[src/rtl/clock_divider_prog.sv]
// Multi-channel programmable clock divider: each channel has a runtime-loadable
// terminal count and a toggle (square wave) or pulse (single-cycle) output mode.
module clock_divider_prog #(
   parameter int              CHANNELS      = 2,
   parameter int              SIZE          = 16,
   parameter logic [SIZE-1:0] DEFAULT_LIMIT = 16'd50000,
   parameter logic            DEFAULT_MODE  = 1'b0
) (
   input  logic                     clk_in,
   input  logic                     rst,
   input  logic                     en,
   input  logic [CHANNELS-1:0]      load,
   input  logic [CHANNELS*SIZE-1:0] limit_in,
   input  logic [CHANNELS-1:0]      mode_in,
   output logic [CHANNELS-1:0]      clk_out,
   output logic [CHANNELS-1:0]      tick
);

   for (genvar g = 0; g < CHANNELS; g++) begin : g_ch
      logic [SIZE-1:0] count;
      logic [SIZE-1:0] limit_q;
      logic            mode_q;
      logic            clk_q;
      logic            tick_q;

      // Load has priority over the enable and the terminal count, so a reload
      // always restarts the channel from a clean phase with outputs low.
      always_ff @(posedge clk_in) begin
         if (rst) begin
            count   <= '0;
            limit_q <= DEFAULT_LIMIT;
            mode_q  <= DEFAULT_MODE;
            clk_q   <= 1'b0;
            tick_q  <= 1'b0;
         end else if (load[g]) begin
            count   <= '0;
            limit_q <= limit_in[g*SIZE +: SIZE];
            mode_q  <= mode_in[g];
            clk_q   <= 1'b0;
            tick_q  <= 1'b0;
         end else if (!en) begin
            tick_q <= 1'b0;
            if (mode_q) clk_q <= 1'b0;
         end else if (count == limit_q) begin
            count  <= '0;
            tick_q <= 1'b1;
            clk_q  <= mode_q ? 1'b1 : ~clk_q;
         end else begin
            count  <= count + SIZE'(1);
            tick_q <= 1'b0;
            if (mode_q) clk_q <= 1'b0;
         end
      end

      assign clk_out[g] = clk_q;
      assign tick[g]    = tick_q;
   end

endmodule

[config.mk]
export PLATFORM = sky130hd
export DESIGN_NAME = clock_divider_prog
export DESIGN_NICKNAME = d
export VERILOG_FILES = /design/src/rtl/clock_divider_prog.sv
export SDC_FILE = /design/constraint.sdc
export NUM_CORES = 1
export LEC_CHECK = 0
export CAP_MARGIN = 10
export CORE_MARGIN = 3
export CORE_UTILIZATION = 54
export DETAILED_ROUTE_END_ITERATION = 7
export PLACE_DENSITY = 0.79
export SYNTH_ARGS = -nofsm -noshare
export SYNTH_HDL_FRONTEND = slang
export SYNTH_SLANG_ARGS = --single-unit
export TNS_END_PERCENT = 5
[constraint.sdc]
create_clock -name clk_in -period 1.91 [get_ports clk_in]
set_input_delay 0.382 -clock clk_in [delete_from_list [all_inputs] [get_ports clk_in]]
set_output_delay 0.382 -clock clk_in [all_outputs]
set_load 0.02 [all_outputs]
==> results.json, run 1 <==
{
  "finalMaxSlewViolations": 0,
  "drtPass1Iterations": 4,
  "hold_buffers": 0,
  "design_area_sq_um": 3870,
  "yosysWarningCount": 0,
  "synth-seq-cells": 70,
  "status": "complete, no violations",
  "end_kind": "register",
  "rows": 27,
  "cts_max_level": 3,
  "critPathRequiredTime_ns": 2.17,
  "max-cap-violations": 0,
  "cts_setup_buffers": 0,
  "drt.antenna.violating_nets": 0,
  "syn_to_final_growth_pct": 24.2,
  "start_util_pct": 56.3,
  "netlist_instances": 330,
  "track_usage_pct": 21.1,
  "r2r_start": "g_ch[1].count[6]$_SDFFE_PP0P_",
  "tightest_slew_ns": 0.460,
  "holdPathEnd": "g_ch[0].mode_q$_SDFFE_PP0P_",
  "fp.dieH_microns": 82,
  "finalSetupTns_ns": 0,
  "worstHoldStart": "g_ch[0].mode_q$_SDFFE_PP0P_",
  "nNetsFinal": 418,
  "hold_class": "register to register",
  "antenna_found_initial": 0,
  "synth.net_count": 371,
  "path_clk_slew_ns": 0.08,
  "cpPeakStageDelay_ns": 0.40,
  "crit_chain": "xor2_1, nor4_1, nand4_1, or3_1, a21boi_1",
  "netlist_area_sq_um": 3120,
  "die_w_microns": 82,
  "start_kind": "register",
  "drive_gt1_share_pct": 8.38,
  "routabilityCongestion": 0.855,
  "multi_input_area_sq_um": 1600,
  "gr-total-overflow": 0,
  "post_cts_resized": 0,
  "critPathSlowestCell": "or3_1",
  "pin_count": 43,
  "finalCritPeriodShare_pct": 90.4,
  "cts-root-buf": "clkbuf_8",
  "ff2ff_path_depth": 5,
  "grt_pass1_wl_microns": 10700,
  "fmax_ghz": 0.579,
  "cts_buffer_depth": 2,
  "grt_max_degree": 21,
  "io_buffers": 42,
  "hold_violations": 0,
  "cp.arrival_ns": 1.99,
  "ys_seq_area_share_pct": 44.9,
  "dp_hpwl_microns": 4750,
  "vias": 2336,
  "drc_errors": 0,
  "path_max_fanout": 4,
  "detail_route.wirelength_microns": 6330,
  "avgSynthCellArea_sq_um": 9.45,
  "first_iter_violations": 110,
  "fillerInstances": 446,
  "relSlewSlack_pct": 69.1,
  "ff_latch_area_sq_um": 1400,
  "path_class": "register to register",
  "rsz0062_at_grt": "no",
  "cts_num_sinks": 70,
  "post_drt_wl_per_cell_microns": 13.9,
  "powerDensity_nw_per_um2": 805,
  "die_area_sq_um": 6720,
  "cts_buffers": 9,
  "place_area_sq_um": 3660,
  "grt_pass1_vias": 2339,
  "coreArea_sq_um": 5540,
  "setup_violations": 0,
  "p_leak_nw": 1.57,
  "min_period_ns": 1.73,
  "vias_per_cell": 5.15,
  "vdd_ir_drop_max_mv": 0.805,
  "worstSkewPairLatency_ns": 0.34,
  "synthDistinctLibCells": 27,
  "cts_tree": "done",
  "fin_skew_ns": 0.0124,
  "reg2reg_slack_ns": 0.18,
  "r2r-end": "g_ch[1].clk_q$_SDFF_PP0_",
  "hold_depth": 2,
  "antennaDiodeCount": 0
}
==> area by class of cell <==
type,count,area share [%]
multi-input combinational,238,41.2
sequential,70,36.2
timing repair buffer,55,14.3
clock buffer,9,3.20
clock inverter,7,2.45
tap,72,2.32
inverter,3,0.291
==> critical path: cells and delay by family, from the launching register on <==
kind / cells / cell delay (ns)
flip-flops: 1 / 0.36
AO/OA/AOI/OAI: 1 / 0.14
XOR/XNOR: 1 / 0.16
AND/OR/NAND/NOR: 3 / 0.99
==> cells by family after synthesis <==
kind of cell    count (synthesis)  share of synthesized area [%]
compound gates                 18                           4.73
xor+xnor                       62                           17.4
fa+ha+maj                       2                          0.802
buf+inv                        22                           3.85
flops                          70                           44.9
mux                            24                           7.70
simple gates                  132                           20.6
==> synth_stat cells <==
library cell  count  area [sq um]
buf_2             6          30.0
xnor2_1          16           140
nand2_1          12          45.0
nor4_1            7          43.8
xor2_1           46           403
nor2_1           61           229
and3_1            4          25.0
or3_1             3          18.8
nor2b_1          14          87.6
a211o_1          12           105
nand4_1          11          68.8
inv_1             3          11.3
o21ai_2           2          17.5
nor3_1            7          35.0
buf_1             2          7.51
nand3_1           7          35.0
and2_1            1          6.26
clkbuf_1          4          15.0
buf_6             1          11.3
and4_1            4          35.0
buf_4             6          45.0
ha_1              2          25.0
a21boi_1          2          15.0
dfxtp_1          70          1400
o21ai_0           2          10.0
nor4_2            1          12.5
mux2i_1          24           240
==> worst max-delay path by stage <==
stage	slack, ns	to	startpoint	depth (start not counted)
finish	0.18	g_ch[1].clk_q$_SDFF_PP0_	g_ch[1].count[6]$_SDFFE_PP0P_	5
global route	0.02	g_ch[0].clk_q$_SDFF_PP0_	g_ch[0].count[2]$_SDFFE_PP0P_	5
CTS	0.16	g_ch[0].clk_q$_SDFF_PP0_	g_ch[0].count[2]$_SDFFE_PP0P_	5
detailed placement	0.001	g_ch[0].count[15]$_SDFFE_PP0P_	en	6
global placement	0.1	g_ch[0].count[15]$_SDFFE_PP0P_	en	6
floorplan	0.37	g_ch[0].count[9]$_SDFFE_PP0P_	g_ch[0].count[4]$_SDFFE_PP0P_	7
==> sequential cells by signal, indices dropped and copies added (netlist names) <==
name,count
g_ch.limit_q,32
g_ch.tick_q,2
g_ch.clk_q,2
g_ch.mode_q,2
g_ch.count,32
==> stage by stage <==
stage / hold slack, ns / instances / worst slack, ns / utilization [%] / power (W)
CTS: 0.517 / 454 / 0.157 / 69.9 / 0.00315
global placement: 0.478 / 438 / 0.0963 / 66.0 / 0.00184
finish: 0.515 / 454 / 0.183 / 69.9 / 0.00312
global route: 0.538 / 454 / 0.0210 / 69.9 / 0.00326
detailed placement: 0.499 / 438 / 0.00108 / 66.0 / 0.00185
floorplan: 0.461 / 330 / 0.371 / - / 0.00172
==> power by group <==
| part | leakage (nW) | internal, W | switching (W) |
|---|---|---|---|
| sequential | 0.572 | 0.00151 | 0.0000360 |
| combinational | 0.893 | 0.000163 | 0.000106 |
| clock | 0.110 | 0.000739 | 0.000567 |
==> layout by cell type, fill, tap and decap left out, types with 3 or more instances in the layout <==
cell             instances
buf_12                   3
xor2_1                  46
buf_4                   10
nor4_1                   7
a211o_1                 12
mux2i_1                 24
clkbuf_8                 9
nand4_1                 11
nor3_1                   7
nor2b_1                 14
clkdlybuf4s50_1         42
nand3_1                  7
inv_1                    3
nor2_1                  61
dfxtp_1                 70
and3_1                   4
or3_1                    3
nand2_1                 12
and4_1                   4
xnor2_1                 16
==> per-layer routing <==
layer	wire, microns	vias up	global-route usage, %
li1	-	1199	-
met1	2780	1077	23.9
met2	3180	54	37.1
met3	294	6	7.24
met4	81	0	6.64
met5	0	-	0
(Power assumes the default switching activity.)
==> run 2, diff against run 1 <==
CORE_MARGIN = 2   (was 3)
==> run 2 against run 1 <==
  * Largest power group unchanged
  * Clock skew decreased by 0.0035 ns
  * Register-to-register slack lost 0.06 ns
  * Critical path type unchanged
  * Cell area shrank 0.19%
==> results.json, run 2 (synthesis gave the netlist of run 1 again) <==
{
  "ff_latch_area_sq_um": 1400,
  "cts-root-buf": "clkbuf_8",
  "drtPass1Iterations": 4,
  "p_leak_nw": 1.57,
  "reg.largest.list": "g_ch.count: 32 flops, g_ch.limit_q: 32 flops",
  "critPathRequiredTime_ns": 2.19,
  "path_clk_slew_ns": 0.07,
  "routabilityCongestion": 0.816,
  "grt_use_met3_pct": 6.00,
  "post_drt_wl_per_cell_microns": 13.6,
  "path_max_fanout": 4,
  "cts_buffer_depth": 2,
  "antenna_found_initial": 0,
  "fmax_ghz": 0.560,
  "ff2ff_path_depth": 5,
  "hold_depth": 2,
  "hold_class": "register to register",
  "grt_max_degree": 25,
  "powerDensity_nw_per_um2": 755,
  "drive_gt1_share_pct": 8.62,
  "finalCritPeriodShare_pct": 93.6,
  "hold_violations": 0,
  "final_common_cell": "dfxtp_1",
  "fin_cells": 455,
  "p_int_w": 0.00222,
  "crit_family": "simple AND/OR/NAND/NOR gates",
  "crit_cells": 5,
  "rsz0062_at_grt": "no",
  "cts_max_level": 3,
  "gr-total-overflow": 0,
  "die_w_microns": 80,
  "die_area_sq_um": 6400,
  "vias_per_cell": 5.24,
  "dp_hpwl_microns": 4590,
  "crit_chain": "xor2_1, nor4_1, nand4_1, or3_1, a21boi_1",
  "critPathSlowestCell": "or3_1",
  "syn_to_final_growth_pct": 24.0,
  "drc_errors": 0,
  "nNetsFinal": 419,
  "cpPeakStageDelay_ns": 0.42,
  "grt_use_met2_pct": 38.8,
  "tightest_slew_ns": 0.485,
  "first_iter_violations": 93,
  "cp.arrival_ns": 2.07,
  "grt_pass1_wl_microns": 10500,
  "vias": 2383,
  "fp.dieH_microns": 80,
  "end_kind": "register",
  "use_met1_pct": 23.5,
  "start_kind": "register",
  "detail_route.wirelength_microns": 6190,
  "busiest_layer": "met2",
  "fin_skew_ns": 0.00893,
  "pin_count": 43,
  "worstSkewPairLatency_ns": 0.35,
  "status": "complete, no violations",
  "finalMaxSlewViolations": 0,
  "power_frac_seq_pct": 52.9,
  "drt.antenna.violating_nets": 0,
  "vdd_ir_drop_max_mv": 0.633,
  "power.switching_w": 0.000697,
  "fillerInstances": 460,
  "p_sw_share_pct": 23.9,
  "utilization_pct": 69.8,
  "start_util_pct": 56.3,
  "antennaDiodeCount": 0,
  "cts_num_sinks": 70,
  "cts_tree": "done",
  "dp_cells": 439,
  "track_usage_pct": 21.6,
  "min_period_ns": 1.79,
  "pwr-share-comb_pct": 9.5,
  "timing.critical_path.buf_inv": 0,
  "coreArea_sq_um": 5540,
  "reg2reg_slack_ns": 0.12,
  "setup_violations": 0,
  "path_class": "register to register",
  "most-common-layout-cells": "dfxtp_1, nor2_1, xor2_1",
  "cts_buffers": 9,
  "relSlewSlack_pct": 67.4,
  "multi_input_area_sq_um": 1600,
  "pwr-share-clk_pct": 37.6,
  "io_buffers": 42,
  "grt_pass1_vias": 2333,
  "max-cap-violations": 0,
  "rows": 27
}
run 2: metal layers:
| layer | share of wire, % | routed length, microns |
|---|---|---|
| met3 | 4.3 | 264 |
| met1 | 43 | 2660 |
| met5 | 0 | 0 |
| met4 | 1.3 | 81 |
| met2 | 52 | 3190 |
run 2: final timing paths:
| check | start | endpoint |
|---|---|---|
| max | g_ch[0].count[2]$_SDFFE_PP0P_ | g_ch[0].clk_q$_SDFF_PP0_ |
| min reg2reg | g_ch[1].mode_q$_SDFFE_PP0P_ | g_ch[1].mode_q$_SDFFE_PP0P_ |
| max reg2reg | g_ch[0].count[2]$_SDFFE_PP0P_ | g_ch[0].clk_q$_SDFF_PP0_ |
| min | g_ch[1].mode_q$_SDFFE_PP0P_ | g_ch[1].mode_q$_SDFFE_PP0P_ |
run 2: area by class of cell:
cell class              instances  share of cell area [%]
clock buffers                  12                    4.01
clock inverters                 4                   0.776
inverters                       3                   0.291
multi-input cells             238                    41.5
flip-flops and latches         70                    36.2
well taps                      72                    2.33
repair buffers                 56                    14.9
run 2: power groups by stage:
stage	sequential [W]	clock (W)	combinational, W
2_1_floorplan	0.00157	0	0.000150
3_3_place_gp	0.00158	0	0.000270
3_5_place_dp	0.00158	0	0.000277
4_1_cts	0.00154	0.00113	0.000280
5_1_grt	0.00155	0.00118	0.000306
6_report	0.00154	0.00110	0.000278
run 2: through the flow:
stage | TNS [ns] | setup slack, ns | hold slack (ns) | power, W | instance area [sq um]
floorplan | 0 | 0.371 | 0.461 | 0.00172 | 3120
global placement | 0 | 0.0440 | 0.482 | 0.00185 | 3680
detailed placement | -0.0822 | -0.0822 | 0.493 | 0.00185 | 3680
CTS | 0 | 0.0728 | 0.509 | 0.00295 | 3860
global route | 0 | 0.0255 | 0.548 | 0.00304 | 3870
finish | 0 | 0.123 | 0.506 | 0.00292 | 3870
run 2: tightest hold or removal path: cells and delay by family (launching register included):
kind          cells  cell delay [ns]
simple gates      1             0.07
flops             1             0.33
mux               1             0.07
run 2: what timing repair did:
action                                  in CTS  in global routing
setup buffers                                0                  0
hold endpoints to repair                     0                  0
resized for setup                            0                  1
endpoints found under the setup margin       0                  1
hold buffers                                 0                  0
